### src/rtl/pipe_pkg.sv
// Shared pipeline front-end definitions: controller state encoding, register and nop constants.
// Latency: n/a (constants and one combinational helper).
// Backpressure: n/a.
package pipe_pkg;

    localparam logic [1:0] ST_RUN        = 2'd0;
    localparam logic [1:0] ST_FETCH_WAIT = 2'd1;
    localparam logic [1:0] ST_HALT       = 2'd2;

    localparam logic [4:0]  REG_ZERO  = 5'd0;
    localparam logic [31:0] NOP_INSTR = 32'b0;

    // A load in ID/EX whose destination is read by the IF/ID instruction.
    // Writes to $zero never create a dependency.
    function automatic logic load_use(input logic       memread,
                                      input logic [4:0] ex_rt,
                                      input logic [4:0] id_rs,
                                      input logic [4:0] id_rt,
                                      input logic       uses_rt);
        return memread && (ex_rt != REG_ZERO) &&
               ((ex_rt == id_rs) || (uses_rt && (ex_rt == id_rt)));
    endfunction

endpackage

### src/rtl/sat_counter.sv
// Saturating event counter: counts inc pulses and holds at all-ones instead of wrapping.
// Latency: count updates one cycle after inc.
// Backpressure: none; inc is sampled every cycle.
module sat_counter #(
    parameter int W = 16
) (
    input  logic         clk,
    input  logic         rst,
    input  logic         inc,
    output logic [W-1:0] count
);

    // Clear on reset, otherwise step by one until the counter is full.
    always_ff @(posedge clk) begin
        if (rst) begin
            count <= '0;
        end else if (inc && (count != {W{1'b1}})) begin
            count <= count + W'(1);
        end
    end

endmodule

### src/rtl/if_id_ctrl.sv
// PC / IF-ID sequencing for the 5-stage pipeline: load-use stalls, MEM-resolved branch flushes, imem wait watchdog, halt.
// Latency: control outputs are combinational and take effect at the next clock edge; counters update one cycle later.
// Backpressure: imem_ready=0 freezes PC and IF/ID and bubbles ID/EX; a wait longer than WD_LIMIT cycles halts.
module if_id_ctrl
    import pipe_pkg::*;
#(
    parameter int CNT_W    = 16,
    parameter int WD_LIMIT = 255,
    parameter int WD_W     = 8
) (
    input  logic             clk,
    input  logic             rst,
    input  logic [4:0]       ifid_rs,
    input  logic [4:0]       ifid_rt,
    input  logic             ifid_uses_rt,
    input  logic             idex_memread,
    input  logic [4:0]       idex_rt,
    input  logic             br_taken,
    input  logic             imem_ready,
    input  logic             halt_req,
    output logic             pc_write,
    output logic             ifid_write,
    output logic             ifid_flush,
    output logic             idex_bubble,
    output logic             exmem_flush,
    output logic             halted,
    output logic             wd_err,
    output logic [CNT_W-1:0] stall_cnt,
    output logic [CNT_W-1:0] flush_cnt
);

    localparam logic [WD_W-1:0] WD_MAX = WD_W'(WD_LIMIT);

    logic [1:0]      state_q, state_d;
    logic [WD_W-1:0] wd_q, wd_d, wd_inc;
    logic            wd_err_q, wd_err_d;
    logic            lu;
    logic            stall_inc, flush_inc;

    assign lu     = load_use(idex_memread, idex_rt, ifid_rs, ifid_rt, ifid_uses_rt);
    assign wd_inc = wd_q + WD_W'(1);

    // Output decode and next-state selection; a taken branch outranks every other condition.
    always_comb begin
        pc_write    = 1'b1;
        ifid_write  = 1'b1;
        ifid_flush  = 1'b0;
        idex_bubble = 1'b0;
        exmem_flush = 1'b0;
        state_d     = state_q;
        wd_d        = wd_q;
        wd_err_d    = wd_err_q;
        stall_inc   = 1'b0;
        flush_inc   = 1'b0;

        case (state_q)
            ST_RUN: begin
                if (br_taken) begin
                    ifid_flush  = 1'b1;
                    idex_bubble = 1'b1;
                    exmem_flush = 1'b1;
                    flush_inc   = 1'b1;
                    if (!imem_ready) begin
                        state_d = ST_FETCH_WAIT;
                        wd_d    = '0;
                    end
                end else if (halt_req) begin
                    // The halt instruction itself moves on into ID/EX.
                    pc_write   = 1'b0;
                    ifid_write = 1'b0;
                    state_d    = ST_HALT;
                end else if (!imem_ready) begin
                    pc_write    = 1'b0;
                    ifid_write  = 1'b0;
                    idex_bubble = 1'b1;
                    stall_inc   = 1'b1;
                    wd_d        = WD_W'(1);
                    state_d     = ST_FETCH_WAIT;
                end else if (lu) begin
                    pc_write    = 1'b0;
                    ifid_write  = 1'b0;
                    idex_bubble = 1'b1;
                    stall_inc   = 1'b1;
                end
            end

            ST_FETCH_WAIT: begin
                if (br_taken) begin
                    // Redirect restarts the fetch, so the wait is timed afresh.
                    ifid_flush  = 1'b1;
                    idex_bubble = 1'b1;
                    exmem_flush = 1'b1;
                    flush_inc   = 1'b1;
                    wd_d        = '0;
                end else if (imem_ready) begin
                    wd_d    = '0;
                    state_d = ST_RUN;
                    if (lu) begin
                        pc_write    = 1'b0;
                        ifid_write  = 1'b0;
                        idex_bubble = 1'b1;
                        stall_inc   = 1'b1;
                    end
                end else begin
                    pc_write    = 1'b0;
                    ifid_write  = 1'b0;
                    idex_bubble = 1'b1;
                    stall_inc   = 1'b1;
                    wd_d        = wd_inc;
                    if (wd_inc >= WD_MAX) begin
                        state_d  = ST_HALT;
                        wd_err_d = 1'b1;
                    end
                end
            end

            ST_HALT: begin
                pc_write    = 1'b0;
                ifid_write  = 1'b0;
                idex_bubble = 1'b1;
            end

            default: begin
                // Unused encoding: freeze the front end for a cycle and recover into RUN.
                pc_write    = 1'b0;
                ifid_write  = 1'b0;
                idex_bubble = 1'b1;
                wd_d        = '0;
                state_d     = ST_RUN;
            end
        endcase

        if (rst) begin
            pc_write    = 1'b0;
            ifid_write  = 1'b0;
            ifid_flush  = 1'b1;
            idex_bubble = 1'b1;
            exmem_flush = 1'b0;
            stall_inc   = 1'b0;
            flush_inc   = 1'b0;
        end
    end

    // State, watchdog and sticky watchdog flag registers.
    always_ff @(posedge clk) begin
        if (rst) begin
            state_q  <= ST_RUN;
            wd_q     <= '0;
            wd_err_q <= 1'b0;
        end else begin
            state_q  <= state_d;
            wd_q     <= wd_d;
            wd_err_q <= wd_err_d;
        end
    end

    assign halted = (state_q == ST_HALT);
    assign wd_err = wd_err_q;

    sat_counter #(.W(CNT_W)) u_stall_cnt (
        .clk   (clk),
        .rst   (rst),
        .inc   (stall_inc),
        .count (stall_cnt)
    );

    sat_counter #(.W(CNT_W)) u_flush_cnt (
        .clk   (clk),
        .rst   (rst),
        .inc   (flush_inc),
        .count (flush_cnt)
    );

endmodule

### config.mk
export PLATFORM = sky130hd
export DESIGN_NAME = if_id_ctrl
export DESIGN_NICKNAME = d
export VERILOG_FILES = /design/src/rtl/pipe_pkg.sv /design/src/rtl/sat_counter.sv /design/src/rtl/if_id_ctrl.sv
export SDC_FILE = /design/constraint.sdc
export NUM_CORES = 1
export LEC_CHECK = 0
export ABC_CLOCK_PERIOD_IN_PS = 1900
export BUFFER_PORTS_ARGS = -buffer_cell sky130_fd_sc_hd__buf_4
export CAP_MARGIN = 10
export CELL_PAD_IN_SITES_DETAIL_PLACEMENT = 1
export CELL_PAD_IN_SITES_GLOBAL_PLACEMENT = 1
export CORE_MARGIN = 2
export CORE_UTILIZATION = 34
export DETAILED_ROUTE_END_ITERATION = 8
export HOLD_SLACK_MARGIN = 0.12
export PLACE_DENSITY = 0.86
export REMOVE_ABC_BUFFERS = 1
export SETUP_SLACK_MARGIN = 0.05
export SYNTH_ARGS = -nofsm -noshare
export SYNTH_HDL_FRONTEND = slang
export SYNTH_SLANG_ARGS = --single-unit
### constraint.sdc
create_clock -name clk -period 1.9 [get_ports clk]
set_input_delay 0.19 -clock clk [delete_from_list [all_inputs] [get_ports clk]]
set_output_delay 0.19 -clock clk [all_outputs]
set_load 0.05 [all_outputs]
-- After elaboration in Yosys (flattened, before gate mapping)
Cells that the tools add are included.
- bits in registers: 43
- output and inout port bits: 39
- eq/ne operators: 10
- muxes and demuxes: 36
- reductions and logical operators: 12
- $add $sub $neg: 3
- bitwise logic cells: 3
- order comparisons: 1
- operator list (kind ; number):
    $mux W8 ; 6
    $add A16 B1 Y16 const B ; 2
    $ne A16 B16 Y1 const B ; 2
    $pmux W8 S3 ; 1
    $mux W1 ; 19
    $mux W2 ; 6
    $eq A5 B5 Y1 ; 2
    $add A8 B1 Y8 const B ; 1
    $ge A8 B8 Y1 const B ; 1
    $ne A3 B3 Y1 const B ; 2
    $pmux W1 S2 ; 3
    $pmux W2 S3 ; 1
    $reduce_and A3 Y1 ; 2
    $logic_and A1 B1 Y1 ; 5
    $reduce_bool A5 Y1 ; 1
    $ne A2 B2 Y1 const B ; 2
    $reduce_and A4 Y1 ; 1
    $not A1 Y1 ; 3
    $eq A2 B1 Y1 const B ; 1
    $eq A2 B2 Y1 const B ; 1
    $logic_not A2 Y1 ; 1
    $reduce_or A2 Y1 ; 1
    $logic_or A1 B1 Y1 ; 1

-- Longest topological paths before layout
- depth after elaboration: 11
- mapped depth: 9
- mapped depth without buffers: 8

-- By module
From an unflattened synthesis, not the netlist that was laid out.
- cells, all modules: 319
- area total of the unflattened synthesis: 2668.8 um2
- by module, submodules not included (module ; area each (um2) ; times used ; cells each):
    sat_counter ; 848.3 ; 2 ; 99
    if_id_ctrl ; 972.2 ; 1 ; 121

-- Worst setup path after synthesis
OpenSTA, ideal clock, no wires.
- path kind: input port to output port
- start: input port idex_rt[1]
- end: output port pc_write
- slack: -0.634 ns
- path buffers: 1
- arrival: 2.344 ns
- stages on the path: 6
- path through: nor4_1 > nand2_1 > a31oi_1 > a21oi_1 > nor3_1 > buf_4
- word-level cells in the longest chain between the ends: 10
- elaborated cells on any way between the ends: 14
- classes of those cells: eq/ne: 2; mux: 7; reduce/logical: 5
- RTL lines (element ; RTL line ; source):
    from (decl) ; if_id_ctrl.sv:17 ; input logic [4:0] idex_rt,
    $eq A5 B5 Y1 ; pipe_pkg.sv:21 ; ((ex_rt == id_rs) || (uses_rt && (ex_rt == id_rt)));
    $logic_and A1 B1 Y1 ; pipe_pkg.sv:21 ;
    $logic_or A1 B1 Y1 ; pipe_pkg.sv:21 ;
    $logic_and A1 B1 Y1 * ; pipe_pkg.sv:20 ; return memread && (ex_rt != REG_ZERO) &&
    $mux W1 * (2 in series) ; - ;
    $mux W1 (2 in series) ; - ;
    $pmux W1 S2 * ; - ;
    $mux W1 * ; - ;
    to (decl) ; if_id_ctrl.sv:21 ; output logic pc_write,
Mark *: on every way between the ends. The rest lies on a longest branch, timed or not.

-- Final worst setup path
- start: register u_stall_cnt.count[8]
- end: register u_stall_cnt.count[1]
- word-level cells in the longest chain between the ends: 2
- RTL lines (element ; RTL line ; source):
    from (decl) ; sat_counter.sv:10 ; output logic [W-1:0] count
    from (signal assigned) ; sat_counter.sv:18 ; count <= count + W'(1);
    $ne A16 B16 Y1 ; sat_counter.sv:17 ; end else if (inc && (count != {W{1'b1}})) begin
    $logic_and A1 B1 Y1 ; sat_counter.sv:17 ;
Every way passes these cells.
A chain may end at the register's enable or synchronous reset.

==> report_table.html <==
<table>
<tr><th>Metric</th><th>Value</th></tr>
<tr><th colspan="2">Floorplanning</th></tr>
<tr><td>Starting density of the core</td><td>35.7%</td></tr>
<tr><td>Number of top-level design ports</td><td>61</td></tr>
<tr><td>DIE WIDTH</td><td>86.2 µm</td></tr>
<tr><td>Total die area</td><td>7420 µm²</td></tr>
<tr><td># rows</td><td>29</td></tr>
<tr><td>Total core area</td><td>6420 µm²</td></tr>
<tr><td>Die Ht</td><td>86.2 µm</td></tr>
<tr><th colspan="2">Layout</th></tr>
<tr><td>Area of all sequential standard cells</td><td>just under 900 µm²</td></tr>
<tr><td>Post-route cell area</td><td>3640 µm²</td></tr>
<tr><td>Layout overhead on the synthesized area</td><td>58.6%</td></tr>
<tr><td># diodes</td><td>0</td></tr>
<tr><td>Fill cell count</td><td>approximately 760</td></tr>
<tr><td># nets final</td><td>417</td></tr>
<tr><td>Layout cells sized above 1</td><td>approximately 45%</td></tr>
<tr><td>Area taken by multi-input logic gates</td><td>1640 µm²</td></tr>
<tr><th colspan="2">Worst setup path</th></tr>
<tr><td>Max Fanout on Critical Path</td><td>11</td></tr>
<tr><td>Crit path capture type</td><td>register</td></tr>
<tr><td>Startpoint kind of the worst setup timing path</td><td>register</td></tr>
<tr><td>Reg2reg path depth</td><td>9</td></tr>
<tr><td>Crit path capture</td><td>u_stall_cnt.count[1]$_SDFFE_PP0P_</td></tr>
<tr><td>Arrival @ worst endpoint</td><td>2.23 ns</td></tr>
<tr><td>Required time of the critical path</td><td>2.07 ns</td></tr>
<tr><td>Crit Path Class</td><td>reg2reg</td></tr>
<tr><td>R2R Path Start</td><td>u_stall_cnt.count[8]$_SDFFE_PP0P_</td></tr>
<tr><td>Reg2Reg Capture Point</td><td>u_stall_cnt.count[1]$_SDFFE_PP0P_</td></tr>
<tr><td>Critical path startpoint</td><td>u_stall_cnt.count[8]$_SDFFE_PP0P_</td></tr>
<tr><td>Worst-case register-to-register setup slack</td><td>-0.16 ns</td></tr>
<tr><th colspan="2">Power and ir drop</th></tr>
<tr><td>Leakage power figure</td><td>1.45 nW</td></tr>
<tr><td>Worst IR drop on VDD</td><td>slightly below 0.3 mV</td></tr>
<tr><td>Cell area power density</td><td>531 nW/µm²</td></tr>
<tr><td>Overall Power</td><td>approximately 1.9 mW</td></tr>
<tr><th colspan="2">Clock tree</th></tr>
<tr><td>Clk slew on worst S/H paths</td><td>0.10 ns</td></tr>
<tr><td>Clk sink count</td><td>43</td></tr>
<tr><td>CTS tree</td><td>done</td></tr>
<tr><td>Num CTS Buffers</td><td>5</td></tr>
<tr><td>Max Root-Sink Buffers</td><td>2</td></tr>
<tr><td>Post-CTS Hold Fix Bufs</td><td>0</td></tr>
<tr><td>Buffer cell driving the clock tree root</td><td>sky130_fd_sc_hd__clkbuf_8</td></tr>
<tr><td>CTS H-Tree Depth</td><td>2</td></tr>
<tr><td>Clock network latency to the later pin of the worst-skew pair</td><td>0.31 ns</td></tr>
<tr><th colspan="2">STA</th></tr>
<tr><td>Slack of the critical path</td><td>-0.158 ns</td></tr>
<tr><td>Max Slew Vio Count</td><td>0</td></tr>
<tr><td>Hold violation total from the final report</td><td>0</td></tr>
<tr><td>Maximum clock frequency</td><td>between 400 and 500 MHz</td></tr>
<tr><td>Setup repair after global routing missed its margin</td><td>yes</td></tr>
<tr><td>Rel. slew slack</td><td>53.7%</td></tr>
<tr><td>Count of endpoints failing setup in the final report</td><td>17</td></tr>
<tr><td>Share of the clock period used by the worst path</td><td>108%</td></tr>
<tr><td>Slew at the pin with the worst max-slew slack</td><td>0.695 ns</td></tr>
<tr><td>Largest clock skew in the final design</td><td>~0.016 ns</td></tr>
<tr><td>Minimum period implied by the final worst setup slack</td><td>about 2.1 ns</td></tr>
<tr><th colspan="2">Synthesis</th></tr>
<tr><td>Top area cells in the synthesized netlist</td><td>sky130_fd_sc_hd__dfxtp_1, sky130_fd_sc_hd__a21oi_1, sky130_fd_sc_hd__xnor2_1</td></tr>
<tr><td>Number of unique standard cell types used by synthesis</td><td>50</td></tr>
<tr><td>Flip-flop cell with the highest count after synthesis</td><td>sky130_fd_sc_hd__dfxtp_1</td></tr>
<tr><td>Share of the yosys chip area belonging to registers</td><td>roughly 38%</td></tr>
<tr><td>Count of synthesis-stage warnings from yosys</td><td>0</td></tr>
<tr><td>Most used standard cell by instance count after synthesis</td><td>sky130_fd_sc_hd__dfxtp_1</td></tr>
<tr><td>Count of flip-flops with a built-in enable after synthesis</td><td>0</td></tr>
<tr><td>Cell types with the highest counts after synthesis</td><td>sky130_fd_sc_hd__dfxtp_1, sky130_fd_sc_hd__nor2_1, sky130_fd_sc_hd__a21oi_1, sky130_fd_sc_hd__nand2_1, sky130_fd_sc_hd__nand3_1</td></tr>
<tr><td>Share of flip-flops with an asynchronous set or reset after synthesis</td><td>0%</td></tr>
<tr><td>Synthesized area per cell</td><td>8.08 µm²</td></tr>
<tr><td>Largest area contributor in the synthesized netlist</td><td>sky130_fd_sc_hd__dfxtp_1</td></tr>
<tr><td>Area share of the leading cell type in the synthesized netlist</td><td>about 38%</td></tr>
<tr><td>Cell Area, Synth</td><td>2290 µm²</td></tr>
<tr><td>Cells after synthesis</td><td>284</td></tr>
<tr><td>FF+latch count, synth</td><td>43</td></tr>
<tr><th colspan="2">Global routing</th></tr>
<tr><td>Number of antenna violations at the first check in global routing</td><td>0</td></tr>
<tr><td>Largest net degree at the start of global routing</td><td>43</td></tr>
<tr><td>Global-route wire length before repair</td><td>13900 µm</td></tr>
<tr><td>Total global routing overflow</td><td>0</td></tr>
<tr><td>Number of global-route vias before repair</td><td>2747</td></tr>
<tr><td>Global routing usage summed across all routing layers</td><td>~24%</td></tr>
<tr><th colspan="2">Detailed routing</th></tr>
<tr><td>Routed length per instance</td><td>22.0 µm</td></tr>
<tr><td>Number of design rule violations left after detail routing</td><td>0</td></tr>
<tr><td>DR vias/cell</td><td>5.80</td></tr>
<tr><td>Routed via count</td><td>2719</td></tr>
<tr><td>1st-iter DRT viols</td><td>127</td></tr>
<tr><td>First-pass DRT Iterations</td><td>4</td></tr>
<tr><td>ANT nets after route</td><td>0</td></tr>
<tr><td>Wire length after detailed routing</td><td>just over 10000 µm</td></tr>
<tr><th colspan="2">Outcome</th></tr>
<tr><td>Failing checks</td><td>negative setup slack</td></tr>
<tr><td>Outcome</td><td>finished, violations left</td></tr>
<tr><th colspan="2">Placement</th></tr>
<tr><td>Global placer's final weighted congestion</td><td>0.756</td></tr>
<tr><td>Placed inst area</td><td>3090 µm²</td></tr>
<tr><td>Dpl hpwl</td><td>5340 µm</td></tr>
<tr><td>Port-buffer cells</td><td>60</td></tr>
<tr><th colspan="2">Flow run</th></tr>
<tr><td>Number of max-cap violations</td><td>0</td></tr>
<tr><th colspan="2">Min path</th></tr>
<tr><td>Type of the most critical hold path</td><td>in2reg</td></tr>
</table>
## where the power goes
group	switching, mW	internal, mW	total, mW
combinational	0.198	0.135	0.332
clock	0.347	0.333	0.680
sequential	0.0118	0.910	0.922
## registers in the layout, indices dropped and copies added (netlist names)
signal and flops:
u_stall_cnt.count 16, u_flush_cnt.count 16, state_q 2, wd_q 8, wd_err 1
## kinds of logic (layout without fill, tap and decap cells)
| logic type | after synthesis | after routing | synth area share, % |
|---|---|---|---|
| AOI/OAI and AO/OA | 68 | 68 | 17.8 |
| muxes | 2 | 2 | 0.927 |
| adders and majority gates | 4 | 4 | 2.18 |
| buffers and inverters | 21 | 129 | 4.09 |
| xor gates and xnor gates | 24 | 24 | 9.16 |
| and+or+nand+nor | 122 | 122 | 28.3 |
| DFF | 43 | 43 | 37.5 |
## cell usage in the layout (no fill, tap or decap), types with 8 or more instances in the layout
master,n
sky130_fd_sc_hd__buf_4,104
sky130_fd_sc_hd__dfxtp_1,32
sky130_fd_sc_hd__nor2_1,31
sky130_fd_sc_hd__a21oi_1,20
sky130_fd_sc_hd__xnor2_1,16
sky130_fd_sc_hd__nand2_1,15
sky130_fd_sc_hd__nand3_1,14
sky130_fd_sc_hd__o21ai_0,12
sky130_fd_sc_hd__nand4_1,10
sky130_fd_sc_hd__inv_1,9
sky130_fd_sc_hd__dfxtp_2,9
sky130_fd_sc_hd__a21oi_2,8
## timing repair
| item | CTS | global route |
|---|---|---|
| cloned | 2 | 0 |
| buffers inserted | 5 | 7 |
| endpoints found under the setup margin | 27 | 33 |
| pin swaps | 12 | 17 |
| resized for setup | 36 | 40 |
## routing by layer
metal	track usage, %	wire length (µm)	share of wire (%)
met1	27.9	4270	41
met2	44.7	5280	51
met3	3.56	426	4.1
met4	7.94	351	3.4
met5	0	0	0
## critical path: stages (launching register included)
cell and delay (ns):
sky130_fd_sc_hd__dfxtp_2 0.35, sky130_fd_sc_hd__nand4_1 0.19, sky130_fd_sc_hd__nor4_4 0.33, sky130_fd_sc_hd__buf_4 0.19
sky130_fd_sc_hd__nor4_4 0.05, sky130_fd_sc_hd__a21oi_4 0.20, sky130_fd_sc_hd__buf_12 0.17, sky130_fd_sc_hd__buf_6 0.15
sky130_fd_sc_hd__mux2i_1 0.21, sky130_fd_sc_hd__nor2_1 0.07
## how the worst min path moves through the flow
stage / cells after the start / slack, ns / from / to
floorplan: 1 / 0.26 / rst / u_flush_cnt.count[11]$_SDFFE_PP0P_
global placement: 2 / 0.46 / wd_err$_SDFFE_PP0P_ / wd_err$_SDFFE_PP0P_
detailed placement: 2 / 0.48 / wd_q[7]$_SDFFE_PP0P_ / wd_q[7]$_SDFFE_PP0P_
CTS: 4 / 0.27 / imem_ready / state_q[0]$_SDFFE_PP0P_
global route: 4 / 0.35 / imem_ready / state_q[0]$_SDFFE_PP0P_
finish: 4 / 0.35 / imem_ready / state_q[0]$_SDFFE_PP0P_
## metrics by stage
step	worst slack (ns)	setup TNS, ns	hold slack, ns	std cells	util (%)
3_3_place_gp	-0.119	-0.525	0.458	448	48.1
2_1_floorplan	-1.19	-19.14	0.259	273	-
3_5_place_dp	-0.235	-2.52	0.481	448	48.1
5_1_grt	-0.266	-2.70	0.349	469	56.7
4_1_cts	-0.0677	-0.369	0.266	463	53.1
6_report	-0.158	-1.19	0.350	469	56.7
## layout make-up
type / instances / share of cell area, %
Sequential cell: 43 / 24.2
Timing Repair Buffer: 111 / 24.4
Inverter: 10 / 1.03
Clock buffer: 8 / 2.75
Tap cell: 77 / 2.65
Multi-Input combinational cell: 220 / 45.0
Note: power is estimated with default switching activity, not from simulation.
